--- src/rtl/gfx_pkg.sv ---
// Shared graphics constants for the sprite pixel path: scan geometry,
// entity-code layout, orientation codes and the sprite colour palette.
package gfx_pkg;

  localparam int UPSCALE_FACTOR = 5;    // screen pixels per sprite texel
  localparam int TILE_SIZE      = 8;    // texels per tile edge
  localparam int H_ACTIVE       = 640;  // visible pixels per line
  localparam int V_ACTIVE       = 480;  // visible lines per frame

  localparam logic [8:0] ENTITY_NONE = 9'h1FF;

  // Scan-counter-width forms of the geometry, so compares stay width-exact
  localparam logic [9:0] H_ACTIVE_W = 10'(H_ACTIVE);
  localparam logic [9:0] V_ACTIVE_W = 10'(V_ACTIVE);
  localparam logic [2:0] SUB_LAST   = 3'(UPSCALE_FACTOR - 1);
  localparam logic [2:0] COL_LAST   = 3'(TILE_SIZE - 1);

  typedef enum logic [1:0] {
    ORI_UP    = 2'b00,
    ORI_RIGHT = 2'b01,
    ORI_DOWN  = 2'b10,
    ORI_LEFT  = 2'b11
  } orient_e;

  // Entity code layout: {row[8:6], id[5:2], orient[1:0]}
  function automatic logic [2:0] ent_row(input logic [8:0] e);
    return e[8:6];
  endfunction

  function automatic logic [3:0] ent_id(input logic [8:0] e);
    return e[5:2];
  endfunction

  function automatic orient_e ent_orient(input logic [8:0] e);
    return orient_e'(e[1:0]);
  endfunction

  // RGB222 colour per sprite ID
  localparam logic [5:0] PALETTE [16] = '{
    6'h3F, 6'h30, 6'h0C, 6'h03, 6'h3C, 6'h33, 6'h0F, 6'h2A,
    6'h15, 6'h38, 6'h0E, 6'h23, 6'h1B, 6'h26, 6'h39, 6'h07
  };

endpackage

--- src/rtl/sprite_rom.sv ---
// 1bpp sprite texture store: 16 IDs x 8 rows x 8 texels, combinational read.
// Each row is a byte whose MSB is texel column 0.
module sprite_rom #(
  parameter logic [1023:0] ROM_INIT = {128{8'b0011_1100}}
) (
  input  logic [3:0] i_id,
  input  logic [2:0] i_row,
  input  logic [2:0] i_col,
  output logic       o_texel
);

  logic [9:0] w_rom_idx;

  // Column 0 sits in bit 7 of each row byte, hence the inverted column
  assign w_rom_idx = {i_id, i_row, ~i_col};
  assign o_texel   = ROM_INIT[w_rom_idx];

endmodule

--- src/rtl/sprite_pixel_renderer.sv ---
// Sprite pixel renderer: turns the per-pixel entity code and scan counters
// into an RGB222 sprite pixel stream with a fixed 2-cycle latency.
// Optional feature macro: SPRITE_ROTATE_EN enables the 90/270 degree
// orientations; without it only upright and 180 degree are applied.
module sprite_pixel_renderer
  import gfx_pkg::*;
#(
  parameter logic [1023:0] ROM_INIT = {128{8'b0011_1100}}
) (
  input  logic       clk,
  input  logic       reset,
  input  logic [8:0] entity_in,
  input  logic [9:0] counter_H,
  input  logic [9:0] counter_V,
  output logic [5:0] pixel_colour,
  output logic       pixel_opaque,
  output logic       pixel_valid,
  output logic [9:0] counter_H_out
);

  logic [2:0] r_sub_cnt;
  logic [2:0] r_col_cnt;
  logic       r_sync_ok;

  logic       w_h_zero;
  logic       w_h_active;
  logic       w_v_active;
  logic [2:0] w_col_p0;
  logic       w_vld_p0;

  logic [2:0] r_row_p1;
  logic [3:0] r_id_p1;
  orient_e    r_ori_p1;
  logic [2:0] r_col_p1;
  logic       r_none_p1;
  logic       r_vld_p1;
  logic [9:0] r_hcnt_p1;

  logic [2:0] w_tex_r;
  logic [2:0] w_tex_c;
  logic       w_texel;
  logic       w_opaque;

  assign w_h_zero   = (counter_H == 10'd0);
  assign w_h_active = (counter_H < H_ACTIVE_W);
  assign w_v_active = (counter_V < V_ACTIVE_W);
  // The first pixel of a line uses column 0 directly and also counts as synced
  assign w_col_p0   = w_h_zero ? 3'd0 : r_col_cnt;
  assign w_vld_p0   = (r_sync_ok | w_h_zero) & w_h_active & w_v_active;

  // Divider-free texel column tracking, resynchronised at every line start
  always_ff @(posedge clk or negedge reset) begin
    if (!reset) begin
      r_sub_cnt <= 3'd0;
      r_col_cnt <= 3'd0;
      r_sync_ok <= 1'b0;
    end else if (w_h_zero) begin
      r_sub_cnt <= 3'd1;
      r_col_cnt <= 3'd0;
      r_sync_ok <= 1'b1;
    end else if (!w_h_active) begin
      r_sub_cnt <= 3'd0;
      r_col_cnt <= 3'd0;
    end else if (r_sub_cnt == SUB_LAST) begin
      r_sub_cnt <= 3'd0;
      r_col_cnt <= (r_col_cnt == COL_LAST) ? 3'd0 : r_col_cnt + 3'd1;
    end else begin
      r_sub_cnt <= r_sub_cnt + 3'd1;
    end
  end

  // ---- stage 0 -> 1: capture decoded entity fields, column and validity ----
  always_ff @(posedge clk or negedge reset) begin
    if (!reset) begin
      r_row_p1  <= 3'd0;
      r_id_p1   <= 4'd0;
      r_ori_p1  <= ORI_UP;
      r_col_p1  <= 3'd0;
      r_none_p1 <= 1'b0;
      r_vld_p1  <= 1'b0;
      r_hcnt_p1 <= 10'd0;
    end else begin
      r_row_p1  <= ent_row(entity_in);
      r_id_p1   <= ent_id(entity_in);
      r_ori_p1  <= ent_orient(entity_in);
      r_col_p1  <= w_col_p0;
      r_none_p1 <= (entity_in == ENTITY_NONE);
      r_vld_p1  <= w_vld_p0;
      r_hcnt_p1 <= counter_H;
    end
  end

  // Map screen-space (row, col) to texture-space (r, c) for the orientation
  always_comb begin
    w_tex_r = r_row_p1;
    w_tex_c = r_col_p1;
`ifdef SPRITE_ROTATE_EN
    case (r_ori_p1)
      ORI_UP: begin
        w_tex_r = r_row_p1;
        w_tex_c = r_col_p1;
      end
      ORI_RIGHT: begin
        w_tex_r = COL_LAST - r_col_p1;
        w_tex_c = r_row_p1;
      end
      ORI_DOWN: begin
        w_tex_r = COL_LAST - r_row_p1;
        w_tex_c = COL_LAST - r_col_p1;
      end
      ORI_LEFT: begin
        w_tex_r = r_col_p1;
        w_tex_c = COL_LAST - r_row_p1;
      end
      default: begin
        w_tex_r = r_row_p1;
        w_tex_c = r_col_p1;
      end
    endcase
`else
    // Only the 180 degree flip is kept; the transposing codes render upright
    case (r_ori_p1)
      ORI_DOWN: begin
        w_tex_r = COL_LAST - r_row_p1;
        w_tex_c = COL_LAST - r_col_p1;
      end
      ORI_UP, ORI_RIGHT, ORI_LEFT: begin
        w_tex_r = r_row_p1;
        w_tex_c = r_col_p1;
      end
      default: begin
        w_tex_r = r_row_p1;
        w_tex_c = r_col_p1;
      end
    endcase
`endif
  end

  sprite_rom #(
    .ROM_INIT (ROM_INIT)
  ) u_rom (
    .i_id    (r_id_p1),
    .i_row   (w_tex_r),
    .i_col   (w_tex_c),
    .o_texel (w_texel)
  );

  assign w_opaque = w_texel & ~r_none_p1 & r_vld_p1;

  // ---- stage 1 -> 2: resolve opacity and colour onto the output pixel ----
  always_ff @(posedge clk or negedge reset) begin
    if (!reset) begin
      pixel_colour  <= 6'd0;
      pixel_opaque  <= 1'b0;
      pixel_valid   <= 1'b0;
      counter_H_out <= 10'd0;
    end else begin
      pixel_colour  <= w_opaque ? PALETTE[r_id_p1] : 6'd0;
      pixel_opaque  <= w_opaque;
      pixel_valid   <= r_vld_p1;
      counter_H_out <= r_hcnt_p1;
    end
  end

endmodule
--- config.mk ---
export PLATFORM = sky130hd
export DESIGN_NAME = sprite_pixel_renderer
export DESIGN_NICKNAME = d
export VERILOG_FILES = /design/src/rtl/gfx_pkg.sv /design/src/rtl/sprite_rom.sv /design/src/rtl/sprite_pixel_renderer.sv
export SDC_FILE = /design/constraint.sdc
export NUM_CORES = 1
export LEC_CHECK = 0
export ABC_CLOCK_PERIOD_IN_PS = 2850
export CORE_MARGIN = 2
export CORE_UTILIZATION = 49
export DETAILED_ROUTE_END_ITERATION = 10
export HOLD_SLACK_MARGIN = 0.02
export MAX_ROUTING_LAYER = met4
export PLACE_DENSITY_LB_ADDON = 0.15
export SYNTH_ARGS = -nofsm -noshare
export SYNTH_HDL_FRONTEND = slang
export SYNTH_SLANG_ARGS = --single-unit
--- constraint.sdc ---
create_clock -name clk -period 2.85 [get_ports clk]
set_input_delay 0.4275 -clock clk [delete_from_list [all_inputs] [get_ports clk]]
set_output_delay 0.4275 -clock clk [all_outputs]
set_load 0.01 [all_outputs]
==> results.py, run 1 <==
metrics = {
    "routing": {
        "wl_met2_um": 1400,
        "via_count": 1022,
        "top_layer": "met4",
        "drt_iter0_drc": 24,
        "vias_per_cell": 4.87,
        "wl_per_cell_um": 12.3,
        "met1_length_um": 1010,
        "wl_met3_um": 141,
        "finalWirelength_um": 2590,
        "ant_nets": 0,
        "first_pass_iters": 4,
        "post-route-drc-count": 0,
    },
    "floorplanning": {
        "io-pin-count": 49,
        "rows": 20,
        "die_h_um": 60.7,
        "start_util": 0.517,
        "coreArea_um2": 3050,
        "die-area_um2": 3690,
        "die_x_um": 60.7,
    },
    "sta": {
        "setup_slack_ns": 1.20,
        "post-route-period-util": 0.579,
        "drv_slew": 0,
        "grt_setup_unrepaired": "no",
        "min_period_ns": 1.65,
        "max_slew_margin": 0.414,
        "fmax_mhz": 606,
        "skew_ns": 0.00938,
        "tns_ns": 0,
        "hold_violations": 0,
        "tightest_slew_ns": 0.880,
        "report.final.setup_viol": 0,
    },
    "power_and_ir_drop": {
        "p_total_mw": 1.28,
        "power.density_nw_per_um2": 596,
        "ir_drop_v": 0.000540,
        "p_leak_nw": 0.995,
    },
    "cells_and_area": {
        "layout-drive-gt1-share": 0.0904,
        "n_fill_cell": 246,
        "num_antenna_cells": 0,
        "syn_to_final_growth_pct": 36.1,
        "seq_area_um2": 1080,
        "layout_common_cells": "43 x dfrtp_1, 42 x clkdlybuf4s50_1, 10 x nor2_1",
        "multiInputGateArea_um2": 455,
        "stdcell_area_um2": 2150,
        "layout_commonest_cell": "dfrtp_1",
        "final_cells": 210,
        "fin_nets": 204,
    },
    "clock_network": {
        "htreeDepth": 2,
        "clk_pin_slew_worst_paths_ns": 0.12,
        "clock_latency_ns": 0.34,
        "clock_path_buffers": 2,
        "numCtsBuffers": 5,
        "cts_sinks": 43,
        "cts_hold_buf": 0,
        "cts_tree": "done",
        "cts-root-buf": "clkbuf_4",
        "post_cts_buffers": 0,
        "cts.repair.resized": 0,
    },
    "setup_path": {
        "critPathTopFamily": "buffers and inverters",
        "worst_ep_required_time_ns": 2.42,
        "slowest_stage": "clkdlybuf4s50_1",
        "crit_type": "reg -> out",
        "r2r_setup_slack_ns": 1.35,
        "r2r_end": "pixel_colour[1]$_DFF_PN0_",
        "r2r-start": "r_id_p1[0]$_DFF_PN0_",
        "cp.arrival_ns": 1.22,
        "r2r_cells": 4,
        "cp_max_fo": 1,
        "cp_num_buf_inv": 1,
        "endpoint_kind": "primary output",
        "slowest_delay_ns": 0.53,
        "startpoint": "counter_H_out[9]$_DFF_PN0_",
        "worstPathCellList": "clkdlybuf4s50_1",
        "cp-start-kind": "flip-flop",
    },
    "place": {
        "port-buffer-count": 43,
        "place_area_um2": 2040,
        "dpl_worst_slack_ns": 1.03,
        "post-place-cells": 202,
        "place_hpwl_um": 2060,
        "gp_congestion": 0.718,
    },
    "hold_path": {
        "hold_class": "in -> async",
    },
    "run": {
        "maxCapViolCount": 0,
    },
    "yosys": {
        "yosys_warnings": 0,
        "syn_inst": 117,
        "yosysUniqueCellTypes": 28,
        "synth-seq-area-share": 0.682,
        "synthTopCellsByArea": "dfrtp_1 68%, ha_1 6.3%, a211oi_1 2.4%, nor2_1 2.4%, mux2i_1 1.9%",
        "synth.net_count": 156,
        "ys_seq_elements": 43,
        "synth_top_area_share": 0.682,
        "netlist_area_um2": 1580,
        "synth_area_per_cell_um2": 13.5,
        "yosysTopAreaCell": "dfrtp_1",
    },
    "global_route": {
        "antenna_found_initial": 0,
        "grt_pass1_vias": 947,
        "grt_remaining_overflow": 0,
        "grt_max_degree": 44,
        "grt_util_all_layers": 0.166,
        "grt_pass1_wl_um": 4140,
    },
    "run_status": {
        "outcome": "finished, final reports clean",
    },
}
==> metrics by stage <==
| step | util | hold slack [ns] |
|---|---|---|
| 2_1_floorplan | - | 0.132 |
| 3_3_place_gp | 0.669 | 0.332 |
| 3_5_place_dp | 0.669 | 0.335 |
| 4_1_cts | 0.703 | 0.198 |
| 5_1_grt | 0.703 | 0.245 |
| 6_report | 0.703 | 0.185 |
==> synthesized netlist by cell type <==
| master | number |
|---|---|
| and2_1 | 2 |
| dfrtp_1 | 43 |
| nand2_1 | 8 |
| nand2b_1 | 1 |
| and3_1 | 1 |
| nand3b_1 | 1 |
| nor4_2 | 2 |
| buf_6 | 1 |
| mux4_2 | 1 |
| xor2_1 | 1 |
| a31o_2 | 1 |
| or3_1 | 1 |
| a41oi_1 | 1 |
| ha_1 | 8 |
| nand3_2 | 1 |
| o21ai_0 | 3 |
| nand4_1 | 1 |
| nor3_1 | 2 |
| a211oi_1 | 5 |
| nor2_1 | 10 |
| nand3_1 | 4 |
| buf_2 | 1 |
| mux2i_1 | 3 |
| and2b_2 | 1 |
| o211a_1 | 1 |
| a21oi_1 | 4 |
| o21a_1 | 1 |
| inv_1 | 8 |
==> flip-flops by register name, indices dropped and copies added (netlist names) <==
name           cells
counter_H_out     10
pixel_colour       6
pixel_opaque       1
pixel_valid        1
r_col_cnt          3
r_col_p1           2
r_hcnt_p1         10
r_id_p1            4
r_none_p1          1
r_sub_cnt          3
r_sync_ok          1
r_vld_p1           1
==> cell type report <==
type                       instances  share of cell area
clock buffer                       5              0.0175
clock inverter                     3              0.0315
inverter                           8              0.0140
multi-input combinational         64               0.212
sequential                        43               0.501
tap                               44              0.0256
timing repair buffer              43               0.198
==> layer usage <==
metal / global-route usage / up-vias
li1: - / 497
met1: 0.179 / 495
met2: 0.278 / 25
met3: 0.0597 / 5
met4: 0.0652 / 0
met5: - / -
==> cells by family after synthesis <==
logic type / share of synthesized area
flops: 0.682
simple gates: 0.118
compound gates: 0.0682
buf+inv: 0.0293
fa+ha+maj: 0.0634
mux: 0.0333
xor+xnor: 0.00555
==> worst max-delay path by stage <==
| stage | endpoint | slack [ns] | cells after the start |
|---|---|---|---|
| global placement | r_sub_cnt[1]$_DFF_PN0_ | 1.08 | 4 |
| global route | counter_H_out[2] | 1.14 | 1 |
| finish | counter_H_out[9] | 1.20 | 1 |
| CTS | counter_H_out[2] | 1.17 | 1 |
| detailed placement | r_sub_cnt[1]$_DFF_PN0_ | 1.03 | 4 |
| floorplan | pixel_colour[1]$_DFF_PN0_ | 1.49 | 4 |
==> power breakdown <==
part	internal, mW	leakage [nW]	switching, mW
clock network	0.273	0.0514	0.180
registers	0.647	0.534	0.0220
logic	0.0838	0.409	0.0733
total	1.00	0.995	0.275
No activity file was read; power rests on OpenSTA's default activity.
==> run 2, diff against run 1 <==
Settings changed: ABC_CLOCK_PERIOD_IN_PS 2850 to 1500, CORE_UTILIZATION 49 to 41.
Clock period 2.85 ns to 1.5 ns, I/O delays scaled along.
==> run 2 against run 1 <==
Against the previous run:
- combinational power rose by 95%
- final cell count rose by 4.3%
- via count fell by 1.9%
- sequential share of layout area fell by 1.1 points
- die area rose by 18%
- critical path depth rose by 4
- core utilization fell by 11 points
- sequential cell count did not move
- first-iteration DRC count rose by 150%
- worst setup slack got worse by 1.1 ns
- critical endpoint is now pixel_colour[3]$_DFF_PN0_
- largest power group unchanged
==> results.py, run 2 (synthesized netlist as in run 1, its figures left out) <==
metrics = {
    "routing": {
        "first_pass_iters": 4,
        "via_count": 1003,
        "vias_per_cell": 4.58,
        "post-route-drc-count": 0,
        "wl_per_cell_um": 11.4,
        "drt_iter0_drc": 59,
        "finalWirelength_um": 2490,
        "ant_nets": 0,
    },
    "global_route": {
        "grt_remaining_overflow": 0,
        "antenna_found_initial": 0,
        "grt_pass1_vias": 970,
        "grt_max_degree": 26,
        "grt_pass1_wl_um": 4250,
        "grt_util_all_layers": 0.136,
    },
    "clock_network": {
        "cts_tree": "done",
        "cts_sinks": 43,
        "cts-root-buf": "clkbuf_8",
        "clock_path_buffers": 2,
        "htreeDepth": 2,
        "clk_pin_slew_worst_paths_ns": 0.07,
        "clock_latency_ns": 0.28,
        "numCtsBuffers": 5,
    },
    "place": {
        "place_area_um2": 2080,
        "port-buffer-count": 43,
        "dpl_worst_slack_ns": -0.110,
        "gp_congestion": 0.789,
        "post-place-cells": 210,
        "place_hpwl_um": 2040,
    },
    "sta": {
        "tightest_slew_ns": 0.494,
        "min_period_ns": 1.42,
        "skew_ns": 0.00528,
        "tns_ns": 0,
        "hold_slack_ns": 0.350,
        "setup_slack_ns": 0.0793,
        "drv_slew": 0,
        "report.final.setup_viol": 0,
        "hold_violations": 0,
        "post-route-period-util": 0.947,
        "fmax_mhz": 704,
        "grt_setup_unrepaired": "no",
        "max_slew_margin": 0.671,
    },
    "hold_path": {
        "min_path_cells": 0,
        "hold_class": "reg -> reg",
        "worstHoldStart": "r_hcnt_p1[3]$_DFF_PN0_",
        "min_to": "counter_H_out[3]$_DFF_PN0_",
    },
    "setup_path": {
        "critPathTopFamily": "simple AND/OR/NAND/NOR gates",
        "slowest_delay_ns": 0.38,
        "endpoint_kind": "flip-flop",
        "cp.arrival_ns": 1.58,
        "cp_num_buf_inv": 1,
        "crit_type": "reg -> reg",
        "slowest_stage": "dfrtp_1",
        "cp_max_fo": 5,
        "r2r_cells": 5,
        "worst_ep_required_time_ns": 1.66,
        "r2r-start": "r_id_p1[1]$_DFF_PN0_",
        "worstPathCellList": "buf_4 > ha_1 > or3_1 > a21oi_1 > nor3_1",
        "cp-start-kind": "flip-flop",
        "r2r_end": "pixel_colour[3]$_DFF_PN0_",
        "r2r_setup_slack_ns": 0.08,
    },
    "cells_and_area": {
        "layout_commonest_cell": "dfrtp_1",
        "syn_to_final_growth_pct": 39.3,
        "layout_common_cells": "43 x dfrtp_1, 42 x clkdlybuf4s50_1, 10 x nor2_1",
        "final_cells": 219,
        "num_antenna_cells": 0,
        "fin_nets": 210,
        "layout-drive-gt1-share": 0.111,
        "utilization": 0.596,
        "top_regs": "counter_H_out (10), r_hcnt_p1 (10), pixel_colour (6)",
        "n_fill_cell": 304,
        "stdcell_area_um2": 2200,
    },
    "power_and_ir_drop": {
        "p_leak_nw": 1.02,
        "p_total_mw": 2.40,
        "ir_drop_v": 0.000667,
        "power.density_nw_per_um2": 1090,
    },
    "floorplanning": {
        "rows": 22,
        "io-pin-count": 49,
        "start_util": 0.428,
        "die_x_um": 66.0,
        "coreArea_um2": 3690,
        "die-area_um2": 4360,
        "die_h_um": 66.0,
    },
    "run": {
        "maxCapViolCount": 0,
    },
    "run_status": {
        "outcome": "finished, final reports clean",
    },
}
## run 2: power by group
| part | leakage (nW) | internal (mW) | switching, mW |
|---|---|---|---|
| sequential | 0.534 | 1.23 | 0.0431 |
| clock | 0.0513 | 0.487 | 0.329 |
| combinational | 0.436 | 0.169 | 0.137 |
| total | 1.02 | 1.89 | 0.509 |
## run 2: layer usage
layer  share of wire  vias to the layer above  global-route usage
li1                -                      501                   -
met3           0.057                        5              0.0375
met5               0                        -                   -
met4           0.019                        0              0.0689
met1            0.41                      467               0.159
met2            0.51                       30               0.216
## run 2: worst register-to-register path: cells and delay by family (launching register included)
kind	cells	cell delay, ns
and+or+nand+nor	2	0.42
DFF	1	0.38
adders and majority gates	1	0.22
buffers and inverters	1	0.14
AOI/OAI and AO/OA	1	0.14
## run 2: area by class of cell
| cell class | instances | area [µm²] | share of cell area |
|---|---|---|---|
| sequential | 43 | 1080 | 0.490 |
| clock inverter | 1 | 30.0 | 0.0137 |
| timing repair buffer | 49 | 473 | 0.215 |
| inverter | 8 | 30.0 | 0.0137 |
| clock buffer | 6 | 72.6 | 0.0330 |
| tap | 48 | 60.1 | 0.0273 |
| multi-input combinational | 64 | 455 | 0.207 |
## run 2: how the worst max path moves through the flow
stage,startpoint,end,cells past startpoint
after global routing,r_id_p1[1]$_DFF_PN0_,pixel_colour[1]$_DFF_PN0_,4
after detailed placement,counter_H[1],r_sub_cnt[1]$_DFF_PN0_,4
after CTS,r_id_p1[1]$_DFF_PN0_,pixel_colour[1]$_DFF_PN0_,4
final,r_id_p1[1]$_DFF_PN0_,pixel_colour[3]$_DFF_PN0_,5
after floorplan,r_id_p1[0]$_DFF_PN0_,pixel_colour[1]$_DFF_PN0_,4
after global placement,counter_H[0],r_sub_cnt[1]$_DFF_PN0_,4
## run 2: what timing repair did
| action | 4_1_cts | 5_1_grt |
|---|---|---|
| hold buffers | 1 | 0 |
| buffers inserted | 0 | 1 |
| endpoints found under the setup margin | 0 | 2 |
| resized for setup | 0 | 1 |
| hold endpoints to repair | 23 | 0 |
